--- src/rtl/icache_refill_pkg.sv ---
// Shared definitions for the I-cache line refill engine: FSM state
// encodings, data-word width and counter-width helpers.
package icache_refill_pkg;

   typedef enum logic [1:0] {
      IDLE  = 2'd0,
      FETCH = 2'd1,
      RESP  = 2'd2
   } state_t;

   localparam int WORD_W = 32;

   // Width of the per-word wait counter; at least one bit even when MEM_WAIT is 0.
   function automatic int wait_width(input int mem_wait);
      return (mem_wait > 0) ? $clog2(mem_wait + 1) : 1;
   endfunction

   // Total line width in bits for a given number of words per line.
   function automatic int line_width(input int words);
      return WORD_W * words;
   endfunction

endpackage

--- src/rtl/icache_refill.sv ---
// icache_refill: on an I-cache miss, fetches one full line from the
// word-addressed instruction memory as single-word reads and hands the
// assembled line to the cache over a valid/ready response handshake.
// Optional build macro CRITICAL_WORD_FIRST_EN: the fetch starts at the
// requested word and wraps, and a crit_valid pulse marks its capture.
module icache_refill
   import icache_refill_pkg::*;
#(
   parameter int ADDR_W         = 10,
   parameter int WORDS_PER_LINE = 4,
   parameter int MEM_WAIT       = 1
)(
   input  logic                                clock,
   input  logic                                reset,
   input  logic                                req_valid,
   output logic                                req_ready,
   input  logic [ADDR_W-1:0]                   req_addr,
   output logic                                resp_valid,
   input  logic                                resp_ready,
   output logic [ADDR_W-1:0]                   resp_base,
   output logic [line_width(WORDS_PER_LINE)-1:0] resp_line,
   output logic [WORD_W-1:0]                   resp_word,
   output logic                                mem_ren,
   output logic                                mem_wen,
   output logic [ADDR_W-1:0]                   mem_addr,
   input  logic [WORD_W-1:0]                   mem_dout
`ifdef CRITICAL_WORD_FIRST_EN
   ,
   output logic                                crit_valid
`endif
);

   localparam int OFF_W  = $clog2(WORDS_PER_LINE);
   localparam int WAIT_W = wait_width(MEM_WAIT);

   state_t                               state_r;
   state_t                               state_s;
   logic [ADDR_W-1:0]                    base_r;
   logic [OFF_W-1:0]                     req_off_r;
   logic [OFF_W-1:0]                     cur_off_r;
   logic [OFF_W-1:0]                     word_cnt_r;
   logic [WAIT_W-1:0]                    wait_cnt_r;
   logic [WORDS_PER_LINE-1:0][WORD_W-1:0] line_r;
   logic [OFF_W-1:0]                     start_off_s;
   logic                                 accept_s;
   logic                                 capture_s;
   logic                                 last_s;

   assign accept_s  = req_valid && (state_r == IDLE);
   assign capture_s = (state_r == FETCH) && (wait_cnt_r == WAIT_W'(MEM_WAIT));
   assign last_s    = capture_s && (word_cnt_r == OFF_W'(WORDS_PER_LINE - 1));

`ifdef CRITICAL_WORD_FIRST_EN
   assign start_off_s = req_addr[OFF_W-1:0];
`else
   assign start_off_s = {OFF_W{1'b0}};
`endif

   // The base keeps its offset bits zero, so line addresses never carry out of the line.
   assign resp_base = base_r;
   assign resp_line = line_r;
   assign resp_word = line_r[req_off_r];
   assign mem_wen   = 1'b0;

   // State register.
   always_ff @(posedge clock or negedge reset) begin
      if (!reset) begin
         state_r <= IDLE;
      end else begin
         state_r <= state_s;
      end
   end

   // Next-state decode.
   always_comb begin
      state_s = state_r;
      case (state_r)
         IDLE: begin
            if (accept_s) state_s = FETCH;
            else          state_s = IDLE;
         end
         FETCH: begin
            if (last_s) state_s = RESP;
            else        state_s = FETCH;
         end
         RESP: begin
            if (resp_ready) state_s = IDLE;
            else            state_s = RESP;
         end
         default: state_s = IDLE;
      endcase
   end

   // Handshake and memory-port outputs decoded from the current state and offset.
   always_comb begin
      req_ready  = 1'b0;
      resp_valid = 1'b0;
      mem_ren    = 1'b0;
      mem_addr   = {ADDR_W{1'b0}};
      case (state_r)
         IDLE:  req_ready = 1'b1;
         FETCH: begin
            mem_ren  = 1'b1;
            mem_addr = {base_r[ADDR_W-1:OFF_W], cur_off_r};
         end
         RESP:  resp_valid = 1'b1;
         default: req_ready = 1'b0;
      endcase
   end

   // Request latch, wait/word counters and line buffer capture.
   always_ff @(posedge clock or negedge reset) begin
      if (!reset) begin
         base_r     <= {ADDR_W{1'b0}};
         req_off_r  <= {OFF_W{1'b0}};
         cur_off_r  <= {OFF_W{1'b0}};
         word_cnt_r <= {OFF_W{1'b0}};
         wait_cnt_r <= {WAIT_W{1'b0}};
         line_r     <= {(WORDS_PER_LINE*WORD_W){1'b0}};
      end else begin
         case (state_r)
            IDLE: begin
               if (accept_s) begin
                  base_r     <= {req_addr[ADDR_W-1:OFF_W], {OFF_W{1'b0}}};
                  req_off_r  <= req_addr[OFF_W-1:0];
                  cur_off_r  <= start_off_s;
                  word_cnt_r <= {OFF_W{1'b0}};
                  wait_cnt_r <= {WAIT_W{1'b0}};
               end
            end
            FETCH: begin
               if (capture_s) begin
                  line_r[cur_off_r] <= mem_dout;
                  cur_off_r         <= cur_off_r + OFF_W'(1);
                  word_cnt_r        <= word_cnt_r + OFF_W'(1);
                  wait_cnt_r        <= {WAIT_W{1'b0}};
               end else begin
                  wait_cnt_r <= wait_cnt_r + WAIT_W'(1);
               end
            end
            default: begin
               wait_cnt_r <= {WAIT_W{1'b0}};
            end
         endcase
      end
   end

`ifdef CRITICAL_WORD_FIRST_EN
   logic crit_r;

   // One-cycle pulse following the edge that captures the first (requested) word.
   always_ff @(posedge clock or negedge reset) begin
      if (!reset) begin
         crit_r <= 1'b0;
      end else begin
         crit_r <= capture_s && (word_cnt_r == {OFF_W{1'b0}});
      end
   end

   assign crit_valid = crit_r;
`endif

endmodule

--- config.mk ---
export PLATFORM = sky130hd
export DESIGN_NAME = icache_refill
export DESIGN_NICKNAME = d
export VERILOG_FILES = /design/src/rtl/icache_refill_pkg.sv /design/src/rtl/icache_refill.sv
export SDC_FILE = /design/constraint.sdc
export NUM_CORES = 1
export LEC_CHECK = 0
export BUFFER_PORTS_ARGS = -buffer_cell sky130_fd_sc_hd__buf_4
export CAP_MARGIN = 5
export CELL_PAD_IN_SITES_DETAIL_PLACEMENT = 2
export CELL_PAD_IN_SITES_GLOBAL_PLACEMENT = 2
export CORE_UTILIZATION = 31
export DETAILED_ROUTE_END_ITERATION = 8
export GPL_TIMING_DRIVEN = 1
export PLACE_DENSITY = 0.83
export SLEW_MARGIN = 0
export SYNTH_ARGS = -nofsm -noshare
export SYNTH_HDL_FRONTEND = slang
export SYNTH_SLANG_ARGS = --single-unit
--- constraint.sdc ---
create_clock -name clock -period 1.45 [get_ports clock]
set_input_delay 0.29 -clock clock [delete_from_list [all_inputs] [get_ports clock]]
set_output_delay 0.29 -clock clock [all_outputs]
set_load 0.005 [all_outputs]
==> results.md, run 1 <==
- The flow ran to the end, but the final reports show violations.
- The checks that failed: negative setup slack.
- The routed wire length per instance is 26.1 um.
- The placed cell count is 894.
- The initial antenna violation count is 0.
- The initial utilization of the core area, before any placement, comes to 32.0%.
- The die outline width is 148 um.
- The count of standard-cell rows is 52.
- The via-per-instance ratio is 5.02.
- The worst setup path is captured at an output pin.
- STA classifies the critical path startpoint as a register.
- The core region is 20500 um2.
- The path type of the worst setup path is register to output pin.
- The cell count after synthesis came out at 392.
- Summing all placed instances gives a cell area of 8810 um2.
- The critical path launch point is req_off_r[0]$_DFFE_PN0P_.
- The count of nets left with antenna violations once routing finished came out at 0.
- For this run, the detailed router's first-pass iteration total came to 4.
- The H-tree generated during clock tree synthesis spans 4 levels.
- Clock-pin slew was measured on the worst setup and hold paths at 0.07 ns.
- Of the cells placed in the final design, the portion with a size suffix greater than 1 is 76.8%.
- The number of cells traversed by the worst register-to-register path is 7.
- The overall global routing resource usage is 23.6%.
- The total power draw is 30.8 mW.
- The clock latency of the later-clocked register in the worst-skew pair is 0.43 ns.
- The tightest min-delay check is of the input pin to register type.
- The signal arrival time at the worst endpoint is 1.76 ns.
- The sum of overflow across all layers after global routing is 0.
- The number of failing setup endpoints in the final timing report is 185.
- The final routed wirelength across all metal layers is 25400 um.
- In the final design database the tool counted 742 nets.
- The startpoint identified for the worst hold timing path is req_addr[8].
- The maximum net fanout on the critical path is 17.
- The number of pins exceeding their max-slew limit in the final report is 0.
- The count of different cell masters after synthesis is 34.
- The post-route minimum period is 2.05 ns.
- The least setup slack across all paths after layout is -0.600 ns.
- The final cell area excluding filler cells is 10900 um2.
- Leaving out filler cells and counting taps, the final layout contains 974.
- The most critical setup path has its endpoint at resp_word[31].
- The top cell types in the final layout, fill and taps aside, are buf_4 (200), dfrtp_1 (140), mux2_4 (138).
- In this run the critical register-to-register path is captured at resp_line[115]$_DFFE_PN0P_.
- The maximum clock rate is 0.488 GHz.
- The repair_antennas step left the layout with diodes totalling 0.
- Setup repair after global routing could not meet its margin everywhere.
- The vias after detailed routing is 4892.
- The HPWL after detailed placement is 14000 um.
- The count of final hold-check violations came to 0.
- The cell leakage power is 5.48 nW.
- Across the VDD grid, the largest voltage drop is 1.12 mV.
- The maximum number of pins on one net before global-route repair is 46.
- The number of buffers on the longest clock path is 2.
- The sequential fraction of the synthesis area is 55.2%.
- In this run the critical register-to-register path is launched from state_r[1]$_DFF_PN0_.
- The number of violations reported at the end of detailed-routing iteration 0 is 161.
- The number of global-route vias before repair is 5761.
- The root buffer selected by CTS is clkbuf_16.
- The filler cell count is 1805.
- The vertical die dimension is 148 um.
- The average size of a mapped cell is 16.8 um2.
- In this run the tool buffered the top-level ports with 226 buffer cells.
- The clock net in this run drives a total of 145 sinks.
- Power spread over the standard cell area amounts to 2820 nW/um2.
- From synthesis to final layout, the design area changed by 66.3%.
- During I/O placement, the number of pins put on the boundary was 230.
- The share of the cycle needed by the critical path after routing is 141%.
- The clock tree from TritonCTS is yes.
- The most frequent standard cell in the layout excluding fill and tap cells is buf_4.
- The number of clock buffers added by TritonCTS is 17.
- Setup slack on the worst reg-to-reg path comes out at -0.37 ns.
- For the worst setup path, the data required time is 1.16 ns.
- Across the routed clock network, the largest skew measured is 0.0107 ns.
- After synthesis the netlist holds a flip-flop and latch count of 145.
- At the end of routability-driven placement, the weighted congestion stood at 0.780.
- The post-detailed-route DRC marker count is 0.
- The die covers 21800 um2.
- The cell area that synthesis handed to floorplanning was 6570 um2.
- For this run, the number of Yosys warnings is 0.
- The first global-routing pass estimated 38000 um of wire.
- The tool flagged a number of max-cap violations equal to 0.
flip-flops by register name, summed over array words and instances (netlist names):
name / cells
resp_line: 128
resp_base: 8
cur_off_r: 2
req_off_r: 2
state_r: 2
word_cnt_r: 2
wait_cnt_r: 1
synthesized netlist by cell type (all sizes together):
master | count | area, um2
a32o | 1 | 10.0
a21oi | 1 | 5.00
nor4bb | 1 | 10.0
nor3b | 1 | 7.51
o21ba | 1 | 10.0
nand2b | 1 | 6.26
nand4b | 6 | 104
mux4 | 32 | 721
a211o | 1 | 8.76
and2 | 10 | 62.6
conb | 1 | 3.75
nor2b | 2 | 12.5
buf | 22 | 198
dfrtp | 145 | 3630
inv | 4 | 15.0
or3b | 1 | 8.76
and3b | 1 | 8.76
mux2 | 138 | 1570
nand4bb | 1 | 11.3
ha | 5 | 62.6
nand3b | 3 | 22.5
nor2 | 1 | 3.75
o21bai | 1 | 7.51
a31oi | 1 | 6.26
clkbuf | 8 | 42.5
o211ai | 3 | 22.5
how the worst min path moves through the flow:
stage	end	slack, ns	depth (start not counted)
finish	resp_base[8]$_DFFE_PN0P_	0.1	2
global route	resp_base[2]$_DFFE_PN0P_	0.09	2
CTS	resp_base[9]$_DFFE_PN0P_	0.09	2
detailed placement	resp_line[47]$_DFFE_PN0P_	0.20	1
global placement	resp_line[47]$_DFFE_PN0P_	0.19	1
floorplan	cur_off_r[0]$_DFFE_PN0P_	-0.006	0
metrics by stage:
stage | TNS [ns] | worst slack, ns | utilization [%] | hold WS, ns
detailed placement | -13.89 | -0.156 | 43.0 | 0.204
CTS | -70.19 | -0.602 | 52.9 | 0.0873
global placement | -8.35 | -0.137 | 43.0 | 0.190
finish | -60.24 | -0.600 | 53.3 | 0.0991
floorplan | 0 | 0.0135 | - | -0.00559
global route | -67.14 | -0.670 | 53.3 | 0.0867
timing repair:
item / in CTS / in global routing
cloned: 11 / 0
hold buffers: 1 / 0
endpoints found under the hold margin: 25 / 0
resized for setup: 231 / 62
pin swaps: 5 / 9
setup buffers: 36 / 18
setup endpoints to repair: 182 / 188
area by class of cell:
class / count / area (um2) / share of cell area (%)
clock inverters: 14 / 155 / 1.42
inverters: 4 / 15.0 / 0.137
repair buffers: 308 / 3030 / 27.7
flip-flops and latches: 145 / 3630 / 33.3
multi-input cells: 215 / 3320 / 30.4
clock buffers: 18 / 429 / 3.93
well taps: 270 / 338 / 3.09
worst max-delay path, cell delays in order (launching register included):
cell and delay (ns):
dfrtp_2 0.43, buf_12 0.22, mux4_2 0.54, buf_6 0.14
layer usage:
| metal | vias to the layer above | part of all wire (%) | track usage [%] |
|---|---|---|---|
| li1 | 2042 | - | - |
| met1 | 2639 | 41 | 28.6 |
| met2 | 182 | 53 | 42.3 |
| met3 | 29 | 4.3 | 4.75 |
| met4 | 0 | 1.5 | 6.96 |
| met5 | - | 0 | 0 |
power breakdown:
group          switching (mW)  internal [mW]
registers                2.24           6.19
clock network            1.90           2.56
logic                    6.00           11.9
total                    10.1           20.7
cell families (layout without fill, tap and decap cells):
| family | Yosys count | after routing | synth area share [%] |
|---|---|---|---|
| DFF | 145 | 145 | 55.2 |
| buffers and inverters | 34 | 344 | 3.89 |
| other | 1 | 3 | 0.0571 |
| and+or+nand+nor | 28 | 28 | 3.92 |
| muxes | 170 | 170 | 34.9 |
| AOI/OAI and AO/OA | 9 | 9 | 1.07 |
| adders and majority gates | 5 | 5 | 0.953 |
No activity file was read; power rests on OpenSTA's default activity.
==> inputs of run 2 (changes only) <==
Settings changed: CORE_UTILIZATION 31 to 34, PLACE_DENSITY 0.83 to 0.86.
Clock period 1.45 ns to 2 ns, I/O delays scaled along.
==> run 2 against run 1 <==
  * The flow still finishes with violations (negative setup slack)
  * Global-route usage is 1.8 points lower
  * Die area is 8.7% lower
  * Critical path type unchanged
  * Via count is 8.1% lower
  * Largest cell class unchanged
  * Core utilization is 3.6 points lower
  * Highest routed layer unchanged
==> results.md, run 2 (same netlist as run 1, synthesis figures left out) <==
- The path type of the worst setup path is register to output pin (unchanged).
- The number of input and output port buffers inserted is 226 (unchanged).
- The cell leakage power came to 4.28 nW (was 5.48 nW).
- The vias after detailed routing is 4498 (was 4892).
- The final worst clock skew is 0.0109 ns (was 0.0107 ns).
- The capture instance of the worst register-to-register path is resp_line[61]$_DFFE_PN0P_ (was resp_line[115]$_DFFE_PN0P_).
- The final net count is 681 (was 742).
- The die outline width came to 141 um (was 148 um).
- The routed wire length per instance came to 22.9 um (was 26.1 um).
- The sum of overflow across all layers after global routing is 0 (unchanged).
- The maximum VDD drop is 0.896 mV (was 1.12 mV).
- The type of origin of the critical path is a register (unchanged).
- The setup slack at placement came to 0.256 ns (was -0.156 ns).
- The first-pass iteration count of the detailed router is 4 (unchanged).
- The cell area after placement is 8630 um2 (was 8810 um2).
- The number of buffers on the longest clock path is 2 (unchanged).
- The I/O pin count is 230 (unchanged).
- The signed area change from the synthesized netlist to the final layout is 42.5% (was 66.3%).
- The final critical path takes up 107% of the cycle.
- The share of layout cells above drive strength 1 came to 70.6% (was 76.8%).
- Violations in the final reports: negative setup slack (unchanged).
- The hold path endpoint is resp_base[9]$_DFFE_PN0P_ (was resp_base[8]$_DFFE_PN0P_).
- The H-tree depth reported by CTS came to 4 (unchanged).
- The total clock sinks is 145 (unchanged).
- The count of standard-cell rows is 50 (was 52).
- The required time at the endpoint of the critical path is 1.60 ns (was 1.16 ns).
- Outcome: complete, but fails checks (unchanged).
- The clock-pin transition on the worst setup and hold timing paths is 0.06 ns (was 0.07 ns).
- The count of final hold-check violations was 0 (unchanged).
- The global-route wire length before repair was 32100 um (was 38000 um).
- Commonest cells after routing, fill and taps aside: buf_4 (203), dfrtp_1 (141), mux2_2 (131) (was buf_4 (200), dfrtp_1 (140), mux2_4 (138)).
- The post-detailed-route DRC marker count is 0 (unchanged).
- The power per cell area is 2010 nW/um2 (was 2820 nW/um2).
- The least setup slack across all paths after layout is -0.147 ns (was -0.600 ns).
- The initial antenna violation count came to 0 (unchanged).
- The number of stages on the worst hold path is 2 (unchanged).
- The starting density of the core is 34.9% (was 32.0%).
- The maximum number of pins on one net before global-route repair is 55 (was 46).
- The number of max-cap violations is 0 (unchanged).
- The placer's final routability congestion estimate is 0.804 (was 0.780).
- The area of the die is 19900 um2 (was 21800 um2).
- The number of pins exceeding their max-slew limit in the final report came to 0 (unchanged).
- The final total negative setup slack is -3.41 ns (was -60.24 ns).
- The clock tree from TritonCTS is yes (unchanged).
- The clock latency of the later-clocked register in the worst-skew pair is 0.42 ns (was 0.43 ns).
- The residual antenna-violating net count after detailed routing is 0 (unchanged).
- The number of global-route vias before repair is 5240 (was 5761).
- The worst min-delay path startpoint is req_addr[9] (was req_addr[8]).
- The via-per-instance ratio came to 4.98 (was 5.02).
- The nature of the critical path endpoint is an output pin (unchanged).
- Cell chain of the critical path: buf_12, mux4_2, buf_6 (unchanged).
- The final cell area excluding filler cells was 9360 um2 (was 10900 um2).
- The number of violations reported at the end of detailed-routing iteration 0 came to 103 (was 161).
- The number of buffers created by CTS is 17 (unchanged).
- The register area is 3630 um2 (about the same).
- The final routed wirelength across all metal layers is 20700 um (was 25400 um).
- The startpoint of the worst-slack reg-to-reg timing path is cur_off_r[1]$_DFFE_PN0P_ (was state_r[1]$_DFF_PN0_).
- The signal arrival time at the worst endpoint is 1.75 ns (was 1.76 ns).
- The highest-delay cell along the critical path was mux4_2 (unchanged).
- The count of antenna diodes in the layout is 0 (unchanged).
- The overall global routing resource usage is 21.8% (was 23.6%).
- Setup repair after global routing missed its margin: yes (unchanged).
- The vertical die dimension is 141 um (was 148 um).
- The filler cell count is 1787 (was 1805).
- Static timing analysis puts the maximum clock frequency at 0.466 GHz.
- The maximum net fanout on the critical path was 17 (unchanged).
- The type of the most critical hold path is input pin to register (unchanged).
- The area of the placeable core came to 18800 um2 (was 20500 um2).
- The most frequent standard cell in the layout excluding fill and tap cells is buf_4 (unchanged).
- The post-route minimum period is 2.15 ns.
- The largest incremental delay on the critical path came to 0.57 ns (was 0.54 ns).
- The root buffer selected by CTS is clkbuf_16 (unchanged).
- The number of failing setup endpoints in the final timing report is 32 (was 185).
- The number of flip-flops under the largest register name is 128 (unchanged).
- The detailed placement HPWL is 14700 um (was 14000 um).
- The setup slack on the worst flop-to-flop path came to 0.25 ns (was -0.37 ns).
- The number of cells traversed by the worst register-to-register path is 5 (was 7).
- The combined area of the multi-input logic cells is 2690 um2 (was 3320 um2).
- The worst hold margin is 0.215 ns (was 0.0991 ns).
## run 2: area by class of cell
| cell class | count | area share (%) |
|---|---|---|
| clock inverter | 13 | 1.64 |
| inverter | 4 | 0.160 |
| tap | 260 | 3.48 |
| multi-input combinational | 215 | 28.8 |
| clock buffer | 19 | 4.63 |
| sequential | 145 | 38.8 |
| timing repair buffer | 247 | 22.5 |
## run 2: where the power goes
part / switching, mW / total [mW] / leakage (nW) / internal [mW]
clock network: 1.32 / 3.19 / 0.273 / 1.86
logic: 3.44 / 9.64 / 2.32 / 6.20
registers: 1.51 / 5.99 / 1.69 / 4.49
## run 2: worst max-delay path: cells and delay by family, from the launching register on
kind | cells | cell delay, ns
muxes | 1 | 0.57
buffers and inverters | 2 | 0.35
DFF | 1 | 0.41
## run 2: metal layers
layer	vias up	wire length [um]	part of all wire (%)	GRT usage, %
met4	0	201	0.97	5.09
met2	164	11300	55	40.1
met3	16	1120	5.4	5.84
met5	-	0	0	0
met1	2395	8040	39	25.1
li1	1923	-	-	-
## run 2: stage by stage
step                total power [mW]  std cells  utilization [%]
floorplan                       9.96        394                -
global placement                14.4        869             45.8
detailed placement              15.2        869             45.8
CTS                             19.1        903             49.7
global route                    19.8        903             49.7
finish                          18.8        903             49.7
## run 2: worst max path at each step
stage               slack (ns)                         to                startpoint
floorplan                 0.39              resp_word[10]  req_off_r[0]$_DFFE_PN0P_
global placement          0.33              resp_word[13]  req_off_r[0]$_DFFE_PN0P_
detailed placement        0.26  resp_line[56]$_DFFE_PN0P_  cur_off_r[1]$_DFFE_PN0P_
CTS                      -0.18              resp_word[28]  req_off_r[0]$_DFFE_PN0P_
global route             -0.22              resp_word[13]  req_off_r[0]$_DFFE_PN0P_
finish                   -0.15              resp_word[13]  req_off_r[0]$_DFFE_PN0P_
## run 2: repair_timing
item,4_1_cts,5_1_grt
resized for setup,35,0
setup endpoints to repair,41,32
hold endpoints to repair,45,0
hold buffers,1,0
cloned,0,0
buffers inserted,1,0
==> inputs of run 3 (changes only) <==
Settings changed: TNS_END_PERCENT set to 1.
==> run 3 against run 2 <==
  * The flow still finishes with violations (negative setup slack)
  * Sequential power about the same
  * Register-to-register slack about the same
  * Total power about the same
  * Clock-buffer cell count unchanged
  * Combinational power about the same
  * First-iteration DRC count increased by 1.9%
  * Routed wire length decreased by 0.39%
  * Setup slack got worse by 0.0030 ns
  * Maximum frequency decreased by 0.14%
  * Worst hold slack improved by 0.0011 ns
  * Largest cell class unchanged
==> results.md, run 3 (same netlist as run 1, synthesis figures left out) <==
- The startpoint of the worst-slack reg-to-reg timing path is cur_off_r[1]$_DFFE_PN0P_ (unchanged).
- The maximum net fanout on the critical path is 17 (unchanged).
- The least setup slack across all paths after layout is -0.150 ns (was -0.147 ns).
- The via-per-instance ratio came to 4.98 (about the same).
- The routed wire length per instance was 22.9 um (about the same).
- The post-route minimum period came to 2.15 ns (about the same).
- The H-tree depth reported by CTS is 4 (unchanged).
- The vertical die dimension is 141 um (unchanged).
- The detailed placement HPWL is 14700 um (unchanged).
- Cell chain of the critical path: buf_12, mux4_2, buf_6 (unchanged).
- The number of input and output port buffers inserted is 226 (unchanged).
- The most frequent standard cell in the layout excluding fill and tap cells is buf_4 (unchanged).
- The overall global routing resource usage is 21.7% (was 21.8%).
- The final net count is 680 (was 681).
- The count of antenna diodes in the layout is 0 (unchanged).
- The number of non-filler instances in the completed layout is 902 (was 903).
- The power per cell area is 2010 nW/um2 (about the same).
- The area of the placeable core is 18800 um2 (unchanged).
- The type of the most critical hold path is input pin to register (unchanged).
- The initial antenna violation count is 0 (unchanged).
- The vias after detailed routing is 4493 (was 4498).
- The placer's final routability congestion estimate is 0.804 (unchanged).
- The clock-pin transition on the worst setup and hold timing paths came to 0.06 ns (about the same).
- The post-detailed-route DRC marker count is 0 (unchanged).
- The number of pins exceeding their max-slew limit in the final report is 0 (unchanged).
- The nature of the critical path endpoint is an output pin (unchanged).
- The signal arrival time at the worst endpoint was 1.75 ns (about the same).
- The total power draw was 18.8 mW (about the same).
- The largest incremental delay on the critical path was 0.57 ns (about the same).
- Commonest cells after routing, fill and taps aside: buf_4 (201), dfrtp_1 (141), mux2_2 (131) (was buf_4 (203), dfrtp_1 (141), mux2_2 (131)).
- Violations in the final reports: negative setup slack (unchanged).
- The root buffer selected by CTS is clkbuf_16 (unchanged).
- The filler cell count was 1784 (was 1787).
- The path type of the worst setup path is register to output pin (unchanged).
- The I/O pin count is 230 (unchanged).
- Outcome: complete, but fails checks (unchanged).
- The family of cells with the greatest summed delay on the critical path is multiplexers (unchanged).
- The setup slack on the worst flop-to-flop path came to 0.25 ns (about the same).
- The combined area of the multi-input logic cells was 2700 um2 (was 2690 um2).
- The number of stages on the worst hold path was 2 (unchanged).
- The met3 usage is 5.84% (unchanged).
- The area of the die was 19900 um2 (unchanged).
- The number of buffers on the longest clock path is 2 (unchanged).
- The number of max-cap violations was 0 (unchanged).
- The count of final hold-check violations is 0 (unchanged).
- The global routing met2 resource utilization is 40.0% (was 40.1%).
- The register area is 3630 um2 (unchanged).
- The logic depth of the worst path, buffers included came to 3 (unchanged).
- The cell leakage power is 4.29 nW (was 4.28 nW).
- The final routed wirelength across all metal layers came to 20600 um (was 20700 um).
- The residual antenna-violating net count after detailed routing is 0 (unchanged).
- The global-route met1 utilization is 25.1% (about the same).
- The number of failing setup endpoints in the final timing report is 32 (unchanged).
- The clock tree from TritonCTS is yes (unchanged).
- The count of buffer and inverter cells on the critical path is 2 (unchanged).
- The global-route wire length before repair is 32100 um (about the same).
- The starting density of the core came to 34.9% (unchanged).
- The signed area change from the synthesized netlist to the final layout is 42.5% (about the same).
- The highest-delay cell along the critical path is mux4_2 (unchanged).
- The worst min-delay path startpoint is req_addr[9] (unchanged).
- The count of standard-cell rows was 50 (unchanged).
- The total clock sinks is 145 (unchanged).
- The maximum VDD drop is 0.898 mV (was 0.896 mV).
- The die outline width is 141 um (unchanged).
- The most used routing layer is met2 (unchanged).
- The maximum clock rate is 0.465 GHz (was 0.466 GHz).
- The placed cell count is 869 (unchanged).
- The type of origin of the critical path is a register (unchanged).
- The first-pass iteration count of the detailed router is 4 (unchanged).
- The final worst clock skew is 0.0102 ns (was 0.0109 ns).
- The critical path launch point is req_off_r[0]$_DFFE_PN0P_ (unchanged).
- Setup repair after global routing missed its margin: yes (unchanged).
- The share of the cycle needed by the critical path after routing is 108% (was 107%).
- The number of flip-flops under the largest register name is 128 (unchanged).
- The required time at the endpoint of the critical path is 1.60 ns (about the same).
- The maximum number of pins on one net before global-route repair is 55 (unchanged).
- The number of buffers created by CTS was 17 (unchanged).
- The number of cells traversed by the worst register-to-register path came to 5 (unchanged).
- The number of setup buffers added after CTS was 0 (was 1).
- The clock latency of the later-clocked register in the worst-skew pair is 0.42 ns (about the same).
- The share of layout cells above drive strength 1 is 70.6% (about the same).
- The sum of overflow across all layers after global routing is 0 (unchanged).
- The number of violations reported at the end of detailed-routing iteration 0 is 105 (was 103).
- The number of global-route vias before repair was 5234 (was 5240).
-- run 3: worst register-to-register path: stages, from the launching register on --
cell and delay, ns:
dfrtp_1 0.44, inv_1 0.12, ha_1 0.24, nand4b_4 0.13, buf_4 0.30, mux2_2 0.39
-- run 3: worst paths after layout --
check | end
min in group asynchronous | resp_line[47]$_DFFE_PN0P_
worst min-delay path | resp_base[9]$_DFFE_PN0P_
worst max register to register | resp_line[61]$_DFFE_PN0P_
worst max-delay path | resp_word[13]
worst min register to register | resp_base[3]$_DFFE_PN0P_
max in group asynchronous | resp_line[39]$_DFFE_PN0P_
-- run 3: cell type report --
class | count | area share (%)
well taps | 260 | 3.48
clock inverters | 13 | 1.64
inverters | 4 | 0.160
multi-input cells | 215 | 28.8
flip-flops and latches | 145 | 38.8
clock buffers | 19 | 4.62
repair buffers | 246 | 22.5
-- run 3: layer usage --
layer  part of all wire [%]  vias up
met5                      0        -
met1                     39     2391
li1                       -     1924
met3                    5.4       16
met2                     55      162
met4                    1.0        0
-- run 3: repair_timing --
item                                    4_1_cts  5_1_grt
hold endpoints to repair                     45        0
endpoints found under the setup margin       41       36
pin swaps                                     0        0
resized for setup                            36        1
hold buffers                                  1        0
-- run 3: power breakdown --
part           internal [mW]  switching [mW]
sequential              4.49            1.52
combinational           6.21            3.43
clock                   1.86            1.32
total                   12.6            6.27
-- run 3: through the flow --
step	hold slack, ns	utilization [%]	setup slack (ns)	setup TNS, ns	area, um2
final	0.216	49.7	-0.150	-3.44	9360
after global routing	0.203	49.7	-0.215	-5.59	9360
after CTS	0.193	49.7	-0.179	-4.57	9360
after detailed placement	0.387	45.8	0.256	0	8630
after global placement	0.363	45.8	0.333	0	8630
after floorplan	0.104	-	0.388	0	6580
